--- config.mk ---
export PLATFORM = sky130hd
export DESIGN_NAME = alloc_rsp_arbiter_flat
export DESIGN_NICKNAME = d
export VERILOG_FILES = /design/src/rtl/alloc_rsp_arbiter_pkg.sv /design/src/rtl/alloc_rsp_arbiter_if.sv /design/src/rtl/alloc_rsp_arbiter_rsp_skid_buf.sv /design/src/rtl/alloc_rsp_arbiter.sv /design/src/flat_wrapper.sv
export SDC_FILE = /design/constraint.sdc
export NUM_CORES = 1
export LEC_CHECK = 0
export CELL_PAD_IN_SITES_DETAIL_PLACEMENT = 1
export CELL_PAD_IN_SITES_GLOBAL_PLACEMENT = 1
export CORE_MARGIN = 3
export CORE_UTILIZATION = 47
export CTS_CLUSTER_DIAMETER = 100
export DETAILED_ROUTE_END_ITERATION = 10
export PLACE_DENSITY_LB_ADDON = 0.1
export SLEW_MARGIN = 20
export SYNTH_ARGS = -nofsm -noshare
export SYNTH_HDL_FRONTEND = slang
export SYNTH_SLANG_ARGS = --single-unit
--- constraint.sdc ---
create_clock -name clk -period 4 [get_ports clk]
set_input_delay 1 -clock clk [delete_from_list [all_inputs] [get_ports clk]]
set_output_delay 1 -clock clk [all_outputs]
set_load 0.01 [all_outputs]
--- src/rtl/alloc_rsp_arbiter_pkg.sv ---
// Shared widths, fail-reason codes and source encodings for the alloc response path.
// Pure declarations; no latency or backpressure of its own.
package alloc_rsp_arbiter_pkg;

    localparam int REQ_ID_WIDTH       = 8;
    localparam int ALL_PAGE_IDX_WIDTH = 14;
    localparam int FAIL_REASON_WIDTH  = 2;

    localparam logic [FAIL_REASON_WIDTH-1:0] ALLOC_FAIL_REASON_NONE    = 2'd0;
    localparam logic [FAIL_REASON_WIDTH-1:0] ALLOC_FAIL_REASON_NO_PAGE = 2'd1;
    localparam logic [FAIL_REASON_WIDTH-1:0] ALLOC_FAIL_REASON_QUOTA   = 2'd2;
    localparam logic [FAIL_REASON_WIDTH-1:0] ALLOC_FAIL_REASON_INVALID = 2'd3;

    typedef enum logic {
        SRC_A = 1'b0,
        SRC_B = 1'b1
    } src_t;

    function automatic logic [7:0] sat_add8(input logic [7:0] base, input logic [1:0] inc);
        logic [8:0] sum;
        sum = {1'b0, base} + {7'b0, inc};
        return sum[8] ? 8'hFF : sum[7:0];
    endfunction

endpackage

--- src/rtl/alloc_rsp_arbiter_if.sv ---
// Producer-side and FIFO-side signals of the alloc response arbiter.
// slave = arbiter view, master = the surrounding logic driving it.
interface alloc_rsp_arbiter_if
    import alloc_rsp_arbiter_pkg::*;
#(
    parameter int ID_WIDTH       = REQ_ID_WIDTH,
    parameter int PAGE_IDX_WIDTH = ALL_PAGE_IDX_WIDTH,
    parameter int REASON_WIDTH   = FAIL_REASON_WIDTH
);
    logic                      a_valid;
    logic [ID_WIDTH-1:0]       a_id;
    logic [REASON_WIDTH-1:0]   a_fail_reason;
    logic                      a_almost_full;

    logic                      b_valid;
    logic [ID_WIDTH-1:0]       b_id;
    logic [PAGE_IDX_WIDTH-1:0] b_page_idx;
    logic                      b_almost_full;

    logic                      rsp_write_en;
    logic [ID_WIDTH-1:0]       rsp_id;
    logic [PAGE_IDX_WIDTH-1:0] rsp_page_idx;
    logic                      rsp_fail;
    logic [REASON_WIDTH-1:0]   rsp_fail_reason;
    logic                      rsp_fifo_full;
    logic                      rsp_fifo_almost_full;

    logic                      overflow;
    logic [7:0]                drop_count;

    modport slave (
        input  a_valid, a_id, a_fail_reason,
        output a_almost_full,
        input  b_valid, b_id, b_page_idx,
        output b_almost_full,
        output rsp_write_en, rsp_id, rsp_page_idx, rsp_fail, rsp_fail_reason,
        input  rsp_fifo_full, rsp_fifo_almost_full,
        output overflow, drop_count
    );

    modport master (
        output a_valid, a_id, a_fail_reason,
        input  a_almost_full,
        output b_valid, b_id, b_page_idx,
        input  b_almost_full,
        input  rsp_write_en, rsp_id, rsp_page_idx, rsp_fail, rsp_fail_reason,
        output rsp_fifo_full, rsp_fifo_almost_full,
        input  overflow, drop_count
    );

endinterface

--- src/rtl/alloc_rsp_arbiter_rsp_skid_buf.sv ---
// Small synchronous FIFO holding one producer's responses; dout is the head, valid one cycle after push.
// A push while full is taken only if a pop happens in the same cycle; otherwise it is ignored here.
module rsp_skid_buf #(
    parameter  int WIDTH = 8,
    parameter  int DEPTH = 4,
    localparam int PTR_W = $clog2(DEPTH),
    localparam int CNT_W = PTR_W + 1
) (
    input  logic             clk,
    input  logic             rst,
    input  logic             push,
    input  logic             pop,
    input  logic [WIDTH-1:0] din,
    output logic [WIDTH-1:0] dout,
    output logic             empty,
    output logic             full,
    output logic [CNT_W-1:0] count
);

    logic [WIDTH-1:0] mem [DEPTH];
    logic [PTR_W-1:0] wr_ptr;
    logic [PTR_W-1:0] rd_ptr;
    logic             wr_en;
    logic             rd_en;

    assign empty = (count == '0);
    assign full  = (count == CNT_W'(DEPTH));
    assign rd_en = pop && !empty;
    assign wr_en = push && (!full || rd_en);
    assign dout  = mem[rd_ptr];

    // Storage carries no reset; only pointers and count define validity.
    always_ff @(posedge clk) begin
        if (wr_en) begin
            mem[wr_ptr] <= din;
        end
    end

    always_ff @(posedge clk) begin
        if (rst) begin
            wr_ptr <= '0;
            rd_ptr <= '0;
            count  <= '0;
        end else begin
            if (wr_en) begin
                wr_ptr <= wr_ptr + PTR_W'(1);
            end
            if (rd_en) begin
                rd_ptr <= rd_ptr + PTR_W'(1);
            end
            case ({wr_en, rd_en})
                2'b10:   count <= count + CNT_W'(1);
                2'b01:   count <= count - CNT_W'(1);
                default: count <= count;
            endcase
        end
    end

endmodule

--- src/rtl/alloc_rsp_arbiter.sv ---
// Round-robin merge of dispatcher fail and FDT success responses into the alloc response FIFO.
// Latency 2 cycles push-to-write; FIFO backpressure stalls grants, producers see per-source almost_full, overflow drops are counted.
module alloc_rsp_arbiter
    import alloc_rsp_arbiter_pkg::*;
#(
    parameter int ID_WIDTH       = REQ_ID_WIDTH,
    parameter int PAGE_IDX_WIDTH = ALL_PAGE_IDX_WIDTH,
    parameter int REASON_WIDTH   = FAIL_REASON_WIDTH,
    parameter int BUF_DEPTH      = 4
) (
    input  logic                clk,
    input  logic                rst,
    alloc_rsp_arbiter_if.slave  io
);

    localparam int CNT_W = $clog2(BUF_DEPTH) + 1;

    typedef struct packed {
        logic [ID_WIDTH-1:0]     id;
        logic [REASON_WIDTH-1:0] reason;
    } a_ent_t;

    typedef struct packed {
        logic [ID_WIDTH-1:0]       id;
        logic [PAGE_IDX_WIDTH-1:0] page_idx;
    } b_ent_t;

    a_ent_t              a_din;
    a_ent_t              a_dout;
    logic                a_empty;
    logic                a_full;
    logic [CNT_W-1:0]    a_count;

    b_ent_t              b_din;
    b_ent_t              b_dout;
    logic                b_empty;
    logic                b_full;
    logic [CNT_W-1:0]    b_count;

    logic                can_write;
    logic                a_gnt;
    logic                b_gnt;
    logic                a_drop;
    logic                b_drop;
    logic [1:0]          drop_inc;

    src_t                      rr_last;
    logic                      rsp_vld_q;
    logic [ID_WIDTH-1:0]       rsp_id_q;
    logic [PAGE_IDX_WIDTH-1:0] rsp_page_idx_q;
    logic                      rsp_fail_q;
    logic [REASON_WIDTH-1:0]   rsp_reason_q;
    logic                      overflow_q;
    logic [7:0]                drop_cnt_q;

    assign a_din.id       = io.a_id;
    assign a_din.reason   = io.a_fail_reason;
    assign b_din.id       = io.b_id;
    assign b_din.page_idx = io.b_page_idx;

    rsp_skid_buf #(
        .WIDTH ($bits(a_ent_t)),
        .DEPTH (BUF_DEPTH)
    ) u_a_buf (
        .clk   (clk),
        .rst   (rst),
        .push  (io.a_valid),
        .pop   (a_gnt),
        .din   (a_din),
        .dout  (a_dout),
        .empty (a_empty),
        .full  (a_full),
        .count (a_count)
    );

    rsp_skid_buf #(
        .WIDTH ($bits(b_ent_t)),
        .DEPTH (BUF_DEPTH)
    ) u_b_buf (
        .clk   (clk),
        .rst   (rst),
        .push  (io.b_valid),
        .pop   (b_gnt),
        .din   (b_din),
        .dout  (b_dout),
        .empty (b_empty),
        .full  (b_full),
        .count (b_count)
    );

    // The registered write still in flight consumes the FIFO's last free slot.
    always_comb begin
        can_write = !io.rsp_fifo_full && !(rsp_vld_q && io.rsp_fifo_almost_full);
        a_gnt     = can_write && !a_empty && (b_empty || rr_last == SRC_B);
        b_gnt     = can_write && !b_empty && !a_gnt;
        a_drop    = io.a_valid && a_full && !a_gnt;
        b_drop    = io.b_valid && b_full && !b_gnt;
        drop_inc  = {1'b0, a_drop} + {1'b0, b_drop};
    end

    always_ff @(posedge clk) begin
        if (rst) begin
            rr_last        <= SRC_B;
            rsp_vld_q      <= 1'b0;
            rsp_id_q       <= '0;
            rsp_page_idx_q <= '0;
            rsp_fail_q     <= 1'b0;
            rsp_reason_q   <= '0;
            overflow_q     <= 1'b0;
            drop_cnt_q     <= '0;
        end else begin
            rsp_vld_q <= a_gnt || b_gnt;
            if (a_gnt) begin
                rr_last        <= SRC_A;
                rsp_id_q       <= a_dout.id;
                rsp_page_idx_q <= '0;
                rsp_fail_q     <= 1'b1;
                rsp_reason_q   <= a_dout.reason;
            end else if (b_gnt) begin
                rr_last        <= SRC_B;
                rsp_id_q       <= b_dout.id;
                rsp_page_idx_q <= b_dout.page_idx;
                rsp_fail_q     <= 1'b0;
                rsp_reason_q   <= '0;
            end
            if (a_drop || b_drop) begin
                overflow_q <= 1'b1;
                drop_cnt_q <= sat_add8(drop_cnt_q, drop_inc);
            end
        end
    end

    assign io.rsp_write_en    = rsp_vld_q;
    assign io.rsp_id          = rsp_id_q;
    assign io.rsp_page_idx    = rsp_page_idx_q;
    assign io.rsp_fail        = rsp_fail_q;
    assign io.rsp_fail_reason = rsp_reason_q;
    assign io.overflow        = overflow_q;
    assign io.drop_count      = drop_cnt_q;

    assign io.a_almost_full = io.rsp_fifo_almost_full || (a_count >= CNT_W'(BUF_DEPTH - 1));
    assign io.b_almost_full = io.rsp_fifo_almost_full || (b_count >= CNT_W'(BUF_DEPTH - 1));

endmodule

--- src/flat_wrapper.sv ---
// flat-port wrapper written by rule: the top's interface ports become plain ports
module alloc_rsp_arbiter_flat import alloc_rsp_arbiter_pkg::*;
#(
    parameter int ID_WIDTH       = REQ_ID_WIDTH,
    parameter int PAGE_IDX_WIDTH = ALL_PAGE_IDX_WIDTH,
    parameter int REASON_WIDTH   = FAIL_REASON_WIDTH,
    parameter int BUF_DEPTH      = 4
)
  (clk, rst, io_a_valid, io_a_id, io_a_fail_reason, io_a_almost_full, io_b_valid, io_b_id, io_b_page_idx, io_b_almost_full, io_rsp_write_en, io_rsp_id, io_rsp_page_idx, io_rsp_fail, io_rsp_fail_reason, io_rsp_fifo_full, io_rsp_fifo_almost_full, io_overflow, io_drop_count);
  alloc_rsp_arbiter_if #(.ID_WIDTH(ID_WIDTH), .PAGE_IDX_WIDTH(PAGE_IDX_WIDTH), .REASON_WIDTH(REASON_WIDTH)) io_i ();
  input  logic clk;
  input  logic rst;
  input wire logic [$bits(io_i.a_valid)-1:0] io_a_valid;
  input wire logic [$bits(io_i.a_id)-1:0] io_a_id;
  input wire logic [$bits(io_i.a_fail_reason)-1:0] io_a_fail_reason;
  output wire logic [$bits(io_i.a_almost_full)-1:0] io_a_almost_full;
  input wire logic [$bits(io_i.b_valid)-1:0] io_b_valid;
  input wire logic [$bits(io_i.b_id)-1:0] io_b_id;
  input wire logic [$bits(io_i.b_page_idx)-1:0] io_b_page_idx;
  output wire logic [$bits(io_i.b_almost_full)-1:0] io_b_almost_full;
  output wire logic [$bits(io_i.rsp_write_en)-1:0] io_rsp_write_en;
  output wire logic [$bits(io_i.rsp_id)-1:0] io_rsp_id;
  output wire logic [$bits(io_i.rsp_page_idx)-1:0] io_rsp_page_idx;
  output wire logic [$bits(io_i.rsp_fail)-1:0] io_rsp_fail;
  output wire logic [$bits(io_i.rsp_fail_reason)-1:0] io_rsp_fail_reason;
  input wire logic [$bits(io_i.rsp_fifo_full)-1:0] io_rsp_fifo_full;
  input wire logic [$bits(io_i.rsp_fifo_almost_full)-1:0] io_rsp_fifo_almost_full;
  output wire logic [$bits(io_i.overflow)-1:0] io_overflow;
  output wire logic [$bits(io_i.drop_count)-1:0] io_drop_count;
  assign io_i.a_valid = io_a_valid;
  assign io_i.a_id = io_a_id;
  assign io_i.a_fail_reason = io_a_fail_reason;
  assign io_a_almost_full = io_i.a_almost_full;
  assign io_i.b_valid = io_b_valid;
  assign io_i.b_id = io_b_id;
  assign io_i.b_page_idx = io_b_page_idx;
  assign io_b_almost_full = io_i.b_almost_full;
  assign io_rsp_write_en = io_i.rsp_write_en;
  assign io_rsp_id = io_i.rsp_id;
  assign io_rsp_page_idx = io_i.rsp_page_idx;
  assign io_rsp_fail = io_i.rsp_fail;
  assign io_rsp_fail_reason = io_i.rsp_fail_reason;
  assign io_i.rsp_fifo_full = io_rsp_fifo_full;
  assign io_i.rsp_fifo_almost_full = io_rsp_fifo_almost_full;
  assign io_overflow = io_i.overflow;
  assign io_drop_count = io_i.drop_count;
  alloc_rsp_arbiter #(.ID_WIDTH(ID_WIDTH), .PAGE_IDX_WIDTH(PAGE_IDX_WIDTH), .REASON_WIDTH(REASON_WIDTH), .BUF_DEPTH(BUF_DEPTH)) u_core (.clk(clk), .rst(rst), .io(io_i));
endmodule
After elaboration in Yosys (flattened, before gate mapping). Memory sizes are Yosys's and may differ from the RTL's. A register that Yosys moved wholly into a read port is not among the register bits. Cells that the tools add are included.

$add $sub $neg: 10. Multipliers: 0. Div/mod/pow operators: 0. $lt $le $gt $ge: 2. Equal/unequal tests: 6. Shift-type cells: 0. Mux-type cells: 19. Bitwise operators: 0. Reductions and logical operators: 35.

Operator list (count): 8-bit 2-to-1 mux (3); 1-bit logical AND (14); 2-bit 2-to-1 mux (6); 3-bit case mux with 2 select lines (2); 8-bit by 2-bit adder with 9-bit output (1); 2-bit by 1-bit adder with 2-bit output (second input constant) (4); 1-bit zero test (8); 1-bit 2-to-1 mux (8); 1-bit logical OR (7); 3-bit by 1-bit adder with 3-bit output (second input constant) (2); 3-bit equality test (second input constant) (2); 3-bit by 2-bit greater-or-equal comparator with 1-bit output (second input constant) (2); 3-bit zero test (2); 2-bit nonzero test (3); 3-bit by 1-bit subtractor with 3-bit output (second input constant) (2); 2-bit by 1-bit equality test with 1-bit output (second input constant) (2); 2-bit equality test (second input constant) (2); 1-bit by 1-bit adder with 2-bit output (1); 2-bit OR reduction (1).

Register bits: 50. Bits in latches: 0. Memory bits (writable): 128. Memory bits (read-only): 0. Bits of input ports: 38. Word-level logic and storage cells: 88. Memories: 2.

Memories: u_core.u_b_buf.mem (depth 4, width 22, read ports 1, clocked after Yosys merged registers in 1, wr ports 1, RTL line alloc_rsp_arbiter_rsp_skid_buf.sv:20) `logic [WIDTH-1:0] mem [DEPTH];`; u_core.u_a_buf.mem (depth 4, width 10, read ports 1, clocked after Yosys merged registers in 1, wr ports 1, RTL line alloc_rsp_arbiter_rsp_skid_buf.sv:20).

Depth between registers and ports, before layout. Gate-level depths: netlist of the first run.

Depth after elaboration: 12. Gate-level depth with buffers: 10. Depth with buffers taken out: 10.

Hierarchy. Synthesis of the first run repeated with hierarchy kept, for this count alone.

Cells, all modules: 461. Area, all modules: 7252.0 um2.

By module, submodules not included: rsp_skid_buf at u_core.u_b_buf (times used 1, cells each 168, area an instance 3666.0 um2, seq. area each 2822.7 um2); rsp_skid_buf at u_core.u_a_buf (times used 1, cells each 118, area an instance 2001.9 um2, seq. area each 1381.3 um2); alloc_rsp_arbiter (times used 1, cells each 175, area an instance 1584.0 um2, seq. area each 720.7 um2).

Worst setup path after synthesis of the first run. OpenSTA, ideal clock, no wires.

Kind: input to register. Start: input port io_rsp_fifo_full. End: register u_core.drop_cnt_q[1], in the netlist u_core.io.drop_count[1]. Arrival time: 2.963 ns. Data required time: 3.871 ns. Setup slack: 0.908 ns. Stages: 10. Buffers on the path: 1. Path through: a21o_1 > o2111ai_2 > nor2_1 > fa_1 > and3_1 > clkbuf_1 > and4_1 > and3_1 > nor3_1 > nor3_1.

Longest elaborated chain between the ends: 11. Elaborated cells between the ends (all ways): 14. Classes of those cells: add/sub: 2; mux: 1; reduce/logical: 11.

RTL lines: start: declaration (RTL line flat_wrapper.sv:26) `input wire logic [$bits(io_i.rsp_fifo_full)-1:0] io_rsp_fifo_full;`; 1-bit zero test * (RTL line alloc_rsp_arbiter.sv:93) `can_write = !io.rsp_fifo_full && !(rsp_vld_q && io.rsp_fifo_almost_full);`; 1-bit logical AND * (RTL line alloc_rsp_arbiter.sv:93); 1-bit logical AND (2 in series) (RTL line alloc_rsp_arbiter.sv:94) `a_gnt = can_write && !a_empty && (b_empty || rr_last == SRC_B);`; 1-bit zero test (RTL line alloc_rsp_arbiter.sv:95, alloc_rsp_arbiter.sv:96); 1-bit logical AND (RTL line alloc_rsp_arbiter.sv:95) `b_gnt = can_write && !b_empty && !a_gnt;`; 1-bit zero test (RTL line alloc_rsp_arbiter.sv:97) `b_drop = io.b_valid && b_full && !b_gnt;`; 1-bit logical AND (RTL line alloc_rsp_arbiter.sv:97); 1-bit by 1-bit adder with 2-bit output (RTL line alloc_rsp_arbiter.sv:98) `drop_inc = {1'b0, a_drop} + {1'b0, b_drop};`; 8-bit by 2-bit adder with 9-bit output (RTL line alloc_rsp_arbiter_pkg.sv:21) `sum = {1'b0, base} + {7'b0, inc};`; 8-bit 2-to-1 mux (RTL line alloc_rsp_arbiter_pkg.sv:22) `return sum[8] ? 8'hFF : sum[7:0];`; end signal: assignment (RTL line alloc_rsp_arbiter.sv:128) `drop_cnt_q <= sat_add8(drop_cnt_q, drop_inc);`; end: declaration (RTL line alloc_rsp_arbiter.sv:54) `logic [7:0] drop_cnt_q;`.

Every way passes the cells marked *; elsewhere a longest branch is shown, timed or not. A chain may end at the register's enable or synchronous reset.

Final worst setup path of the first run.
Start: input port io_rsp_fifo_almost_full. End: register u_core.drop_cnt_q[1], in the netlist u_core.io.drop_count[1].

Longest elaborated chain between the ends: 12. Elaborated cells between the ends (all ways): 15. Classes of those cells: add/sub: 2; mux: 1; reduce/logical: 12.

RTL lines: start: declaration (RTL line flat_wrapper.sv:27) `input wire logic [$bits(io_i.rsp_fifo_almost_full)-1:0] io_rsp_fifo_almost_full;`; 1-bit logical AND * (RTL line alloc_rsp_arbiter.sv:93); 1-bit zero test * (RTL line alloc_rsp_arbiter.sv:93); 1-bit logical AND * (RTL line alloc_rsp_arbiter.sv:93); 1-bit logical AND (2 in series) (RTL line alloc_rsp_arbiter.sv:94); 1-bit zero test (RTL line alloc_rsp_arbiter.sv:95, alloc_rsp_arbiter.sv:96); 1-bit logical AND (RTL line alloc_rsp_arbiter.sv:95); 1-bit zero test (RTL line alloc_rsp_arbiter.sv:97); 1-bit logical AND (RTL line alloc_rsp_arbiter.sv:97); 1-bit by 1-bit adder with 2-bit output (RTL line alloc_rsp_arbiter.sv:98); 8-bit by 2-bit adder with 9-bit output (RTL line alloc_rsp_arbiter_pkg.sv:21); 8-bit 2-to-1 mux (RTL line alloc_rsp_arbiter_pkg.sv:22).

Marks and branches as above.

==> results.toml, run 1 <==
[outcome]
status = "finished clean"

[run]
drv_cap = 0

[yosys]
synthArstFlopShare = 0
synth_ff_type = "edfxtp_1"
yosys_register_bits = 182
syn-num-nets = 503
synth.avg_cell_area_um2 = 15.7
yosys_warnings = 0
synth_edf_count = 128
synth_cells = 452
ys_types = 45
yosysSeqAreaShare = 0.696
syn_area_um2 = 7080

[die]
io_pins = 75
rows = 44
die_h_um = 129
start_util = 0.483
die-area_um2 = 16600
die_w_um = 129
core_area_um2 = 14600

[worst_setup_path]
start_kind = "primary input"
crit_type = "in -> reg"
required_ns = 4.29
arrival_ns = 3.66
critPathMaxFanout = 8
cp-end-kind = "register"

[sta]
layout_setup_ws_ns = 0.630
rsz0062_at_grt = "no"
setup_viol = 0
finalSetupTns_ns = 0
hold_viol = 0
fin_crit_sh = 0.842
fmax_mhz = 297
fin_worst_skew_ns = 0.00843
slew_headroom = 0.428
slew_viol_final = 0
tightest_slew_ns = 0.855
period_minus_slack_ns = 3.37

[drt]
drcViolationCount = 0
first_iter_violations = 253
first_pass_iters = 6
vias = 4123
wl_per_cell_um = 21.1
ant_nets = 0
finalWirelength_um = 15600
routed_via_density = 5.59

[clock_network]
postCtsSetupBuffers = 0
cts.path.max_buffers = 2
clkTransAtPathRegs_ns = 0.07
cts_tree = "done"
cts_sinks = 182
cts_buffers = 17
insertion_delay_ns = 0.43
cts_hold_buf = 0
htree_levels = 4
cts-root-buf = "clkbuf_16"
cts_resized = 0

[placed_design]
port-buffer-count = 74
post-place-ws_ns = 0.193
gp_congestion = 0.782
hpwlAfterDp_um = 10000

[grt]
grt_max_degree = 37
grt_first_pass_wirelength_um = 24600
overflow = 0
grt_pass1_vias = 4500
grt_antenna_before_repair = 1
grt_usage = 0.201

[worst_hold_path]
hold_path_class = "reg -> reg"

[cells_and_area]
final_util = 0.589
drive_above_1_share = 0.148
area_growth_pct = 21.9
nets = 591
fill_cells = 1368

[pwr]
leakagePower_nw = 2.99
power_density_nw_per_um2 = 646
ir_drop_v = 0.000335
p_total_mw = 5.57
-- final timing paths --
path | startpoint | end | slack (ns) | cells past startpoint
worst min register to register | u_core.io.rsp_page_idx[0]$_SDFFE_PP0P_ | u_core.io.rsp_page_idx[0]$_SDFFE_PP0P_ | 0.46 | 2
worst max-delay path | io_rsp_fifo_almost_full | u_core.io.drop_count[1]$_SDFFE_PP0P_ | 0.63 | 10
worst min-delay path | u_core.io.rsp_page_idx[0]$_SDFFE_PP0P_ | u_core.io.rsp_page_idx[0]$_SDFFE_PP0P_ | 0.46 | 2
worst max register to register | u_core.u_b_buf.count[2]$_SDFFE_PP0P_ | u_core.io.drop_count[1]$_SDFFE_PP0P_ | 0.88 | 9
-- final cells by class --
cell class / instances / area (um2) / share of cell area
Antenna cell: 1 / 2.50 / 0.000290
Clock buffer: 18 / 429 / 0.0498
Clock inverter: 14 / 138 / 0.0160
Inverter: 16 / 60.1 / 0.00697
Multi-Input combinational cell: 235 / 1990 / 0.231
Sequential cell: 182 / 4920 / 0.571
Tap cell: 184 / 230 / 0.0267
Timing Repair Buffer: 88 / 846 / 0.0981
-- critical path, cell delays in order --
cell and delay, ns:
clkdlybuf4s50_1 0.46, a21o_1 0.27, a22oi_2 0.35, nor2_1 0.11
fa_1 0.45, and3_1 0.27, and4_1 0.27, and3_1 0.24
nor3_1 0.18, nor3_1 0.07
-- through the flow --
stage          instance area, um2  hold WS, ns  instances
3_3_place_gp                 8050        0.442        705
2_1_floorplan                7080        0.466        452
6_report                     8620        0.456        738
3_5_place_dp                 8050        0.452        705
5_1_grt                      8620        0.488        738
4_1_cts                      8620        0.461        737
-- synth_stat cells, types with 5 or more instances --
library cell,n,share of area
a21o_1,9,0.0095
dfxtp_1,54,0.15
mux4_2,32,0.10
nand2_1,35,0.019
nor3_1,7,0.0050
edfxtp_1,128,0.54
clkbuf_1,7,0.0037
xor2_1,5,0.0062
ha_1,10,0.018
a222oi_1,8,0.011
and3_1,19,0.017
nor2_1,37,0.020
a21oi_1,27,0.019
inv_1,16,0.0085
-- report_power, final --
part / switching (mW) / internal [mW] / total [mW] / leakage (nW)
combinational: 0.756 / 0.725 / 1.48 / 1.11
clock: 0.762 / 0.824 / 1.59 / 0.269
sequential: 0.218 / 2.28 / 2.50 / 1.62
-- registers in the layout, indices dropped and copies added, names as in the netlist, named ones only --
name / flops
u_core.u_a_buf.mem: 40
u_core.io.rsp_fail_reason: 2
u_core.u_b_buf.rd_ptr: 2
u_core.u_b_buf.mem: 88
u_core.io.rsp_id: 8
u_core.u_b_buf.wr_ptr: 2
u_core.io.rsp_write_en: 1
u_core.io.rsp_fail: 1
u_core.io.rsp_page_idx: 14
u_core.io.drop_count: 8
u_core.u_a_buf.wr_ptr: 2
u_core.rr_last: 1
u_core.u_a_buf.count: 3
u_core.io.overflow: 1
u_core.u_b_buf.count: 3
u_core.u_a_buf.rd_ptr: 2
-- cell families (layout without fill, tap and decap cells) --
group	Yosys count	after routing	synth area share
other cells	0	1	0
mux	33	33	0.103
xor+xnor	9	9	0.0111
simple gates	114	114	0.0753
fa+ha+maj	13	13	0.0262
compound gates	66	66	0.0656
flops	182	182	0.696
buf+inv	35	136	0.0225
-- placed cells by master, fill, tap and decap left out, types with 3 or more instances in the layout --
cell / Yosys / routed
a31oi_1: 3 / 3
clkinvlp_4: 0 / 3
and3_1: 19 / 19
fa_1: 3 / 3
a21oi_1: 27 / 27
xnor2_1: 4 / 4
clkbuf_16: 0 / 17
o21ai_0: 4 / 4
and2_1: 3 / 3
ha_1: 10 / 10
dfxtp_1: 54 / 54
mux4_2: 32 / 32
nor2_1: 37 / 37
buf_4: 2 / 14
edfxtp_1: 128 / 128
nor3_1: 7 / 7
or3_1: 3 / 3
inv_1: 16 / 16
xor2_1: 5 / 5
clkdlybuf4s50_1: 0 / 74
inv_6: 0 / 3
a222oi_1: 8 / 8
nand2_1: 35 / 35
inv_8: 0 / 3
a21o_1: 9 / 9
-- routing by layer --
metal / vias to the layer above / track usage / share of wire / wire, um
li1: 1898 / - / - / -
met4: 0 / 0.0723 / 0.016 / 244
met1: 2114 / 0.265 / 0.44 / 6900
met5: - / 0 / 0 / 0
met2: 89 / 0.330 / 0.50 / 7760
met3: 22 / 0.0444 / 0.041 / 645
Note: power is estimated with default switching activity, not from simulation.
==> run 2, diff against run 1 <==
==> constraint.sdc (replaced) <==
create_clock -name clk -period 3.29 [get_ports clk]
set_input_delay 0.8225 -clock clk [delete_from_list [all_inputs] [get_ports clk]]
set_output_delay 0.8225 -clock clk [all_outputs]
set_load 0.01 [all_outputs]
==> run 2 against run 1 <==
  * Via count grew 2.1%
  * Routed wire length shrank 1.2%
  * First-iteration DRC count shrank 0.79%
  * Power grew 23%
  * Utilization grew 1.1 points
  * Non-clock buffer count grew 14
  * Worst setup slack lost 0.32 ns
  * Cell area grew 1.9%
  * Clock skew is essentially flat
  * Global-route usage shrank 0.49 points
  * Flip-flop and latch count is the same
  * Register-to-register slack lost 0.42 ns
  * Largest cell class unchanged
==> results.toml, run 2 (synthesis gave the netlist of run 1 again) <==
[cells_and_area]
design_area_um2 = 8780
antenna_cells = 0
fill_cells = 1361
final_cell_mix = "edfxtp_1 (128), clkdlybuf4s50_1 (74), dfxtp_1 (54), nor2_1 (37), nand2_1 (35)"
final_common_cell = "edfxtp_1"
regMostFlops = "u_core.u_b_buf.mem"
final_util = 0.600
final_cell_count_no_fill = 751
nets = 605
drive_above_1_share = 0.171
area_growth_pct = 24.1
largest_register_ffs = 88

[worst_hold_path]
min_to = "u_core.io.rsp_page_idx[3]$_SDFFE_PP0P_"
hold_path_class = "reg -> reg"
min_path_cells = 2
min_from = "u_core.io.rsp_page_idx[3]$_SDFFE_PP0P_"

[worst_setup_path]
required_ns = 2.47
critPathMaxFanout = 3
r2r_cells = 9
start_kind = "primary input"
crit_type = "in -> out"
cp-end-kind = "output port"
reg2reg_from = "u_core.u_b_buf.count[2]$_SDFFE_PP0P_"
r2r_slack_ns = 0.46
arrival_ns = 2.16
r2r-end = "u_core.io.drop_count[1]$_SDFFE_PP0P_"

[placed_design]
gp_congestion = 0.783
dpl_cell_area_um2 = 8210
dp.cells = 719
port-buffer-count = 74
hpwlAfterDp_um = 10100

[sta]
slew_headroom = 0.527
finalSetupTns_ns = 0
period_minus_slack_ns = 2.98
setup_viol = 0
fin_worst_skew_ns = 0.00885
hold_viol = 0
rsz0062_at_grt = "no"
tightest_slew_ns = 0.706
fmax_mhz = 335
slew_viol_final = 0
fin_crit_sh = 0.906

[grt]
grt_antenna_before_repair = 0
grt_usage = 0.196
grt_pass1_vias = 4350
overflow = 0
grt_first_pass_wirelength_um = 24100
grt_max_degree = 28

[pwr]
pwr-share-seq = 0.442
ir_drop_v = 0.000449
comb_power_share = 0.270
p_sw_frac = 0.312
pwr-share-clk = 0.288
power.switching_mw = 2.14
p_total_mw = 6.86
power_density_nw_per_um2 = 781
p_int_mw = 4.72
leakagePower_nw = 3.09

[clock_network]
cts_tree = "done"
insertion_delay_ns = 0.43
clkTransAtPathRegs_ns = 0.07
cts-root-buf = "clkbuf_16"
postCtsSetupBuffers = 0
cts_buffers = 17
cts_sinks = 182
cts_resized = 0
cts.path.max_buffers = 2
htree_levels = 4
cts_hold_buf = 0

[drt]
ant_nets = 0
finalWirelength_um = 15400
routed_via_density = 5.61
drcViolationCount = 0
first_iter_violations = 251
wl_per_cell_um = 20.4
vias = 4210
first_pass_iters = 4

[die]
die-area_um2 = 16600
io_pins = 75
rows = 44
core_area_um2 = 14600
die_w_um = 129
start_util = 0.483
die_h_um = 129

[run]
drv_cap = 0

[outcome]
status = "finished clean"
[run 2: changes by cell type in the layout (fill, tap and decap cells not counted)]
cell / before / now
inv_12: 0 / 1
diode_2: 1 / 0
buf_4: 14 / 24
inv_8: 3 / 5
inv_6: 3 / 6
buf_12: 0 / 4
clkinv_8: 2 / 0
clkinvlp_4: 3 / 1
clkbuf_1: 1 / 0
clkinv_2: 1 / 0
[run 2: routing by layer]
metal	track usage	share of wire	vias up
met5	0	0	-
met4	0.0581	0.0083	0
met3	0.0452	0.043	12
met2	0.326	0.51	101
met1	0.259	0.44	2164
li1	-	-	1933
[run 2: power by group through the flow]
| stage | Clock [mW] | Combinational [mW] | Sequential [mW] |
|---|---|---|---|
| 4_1_cts | 2.02 | 1.88 | 3.04 |
| 6_report | 1.97 | 1.85 | 3.03 |
| 3_5_place_dp | 0 | 1.85 | 3.09 |
| 2_1_floorplan | 0 | 1.20 | 3.01 |
| 3_3_place_gp | 0 | 1.80 | 3.06 |
| 5_1_grt | 2.12 | 2.03 | 3.09 |
[run 2: stage by stage]
stage               setup WS (ns)  hold slack [ns]
global route                0.222            0.474
global placement           0.0661            0.442
floorplan                   0.375            0.466
finish                      0.308            0.456
detailed placement        -0.0550            0.449
CTS                         0.284            0.459
[run 2: worst max path at each step]
stage | end | slack [ns] | cells past startpoint | from
after floorplan | u_core.io.drop_count[1]$_SDFFE_PP0P_ | 0.38 | 10 | io_rsp_fifo_full
after global placement | u_core.io.drop_count[1]$_SDFFE_PP0P_ | 0.07 | 10 | io_rsp_fifo_full
after detailed placement | u_core.u_b_buf.count[2]$_SDFFE_PP0P_ | -0.06 | 11 | io_rsp_fifo_almost_full
after CTS | io_a_almost_full | 0.28 | 5 | io_rsp_fifo_almost_full
after global routing | u_core.io.drop_count[3]$_SDFFE_PP0P_ | 0.22 | 9 | u_core.u_b_buf.count[2]$_SDFFE_PP0P_
final | io_a_almost_full | 0.31 | 5 | io_rsp_fifo_almost_full
[run 2: worst max-delay path: stages]
cell and delay, ns:
clkdlybuf4s50_1 0.48, buf_4 0.12, nor2_1 0.04, o21ai_0 0.11
clkdlybuf4s50_1 0.58
[run 2: area by class of cell]
| class | count | area [um2] | share of cell area |
|---|---|---|---|
| Sequential cell | 182 | 4920 | 0.561 |
| Inverter | 16 | 60.1 | 0.00684 |
| Multi-Input combinational cell | 235 | 1990 | 0.227 |
| Clock buffer | 17 | 425 | 0.0484 |
| Clock inverter | 15 | 150 | 0.0171 |
| Timing Repair Buffer | 102 | 1000 | 0.114 |
| Tap cell | 184 | 230 | 0.0262 |
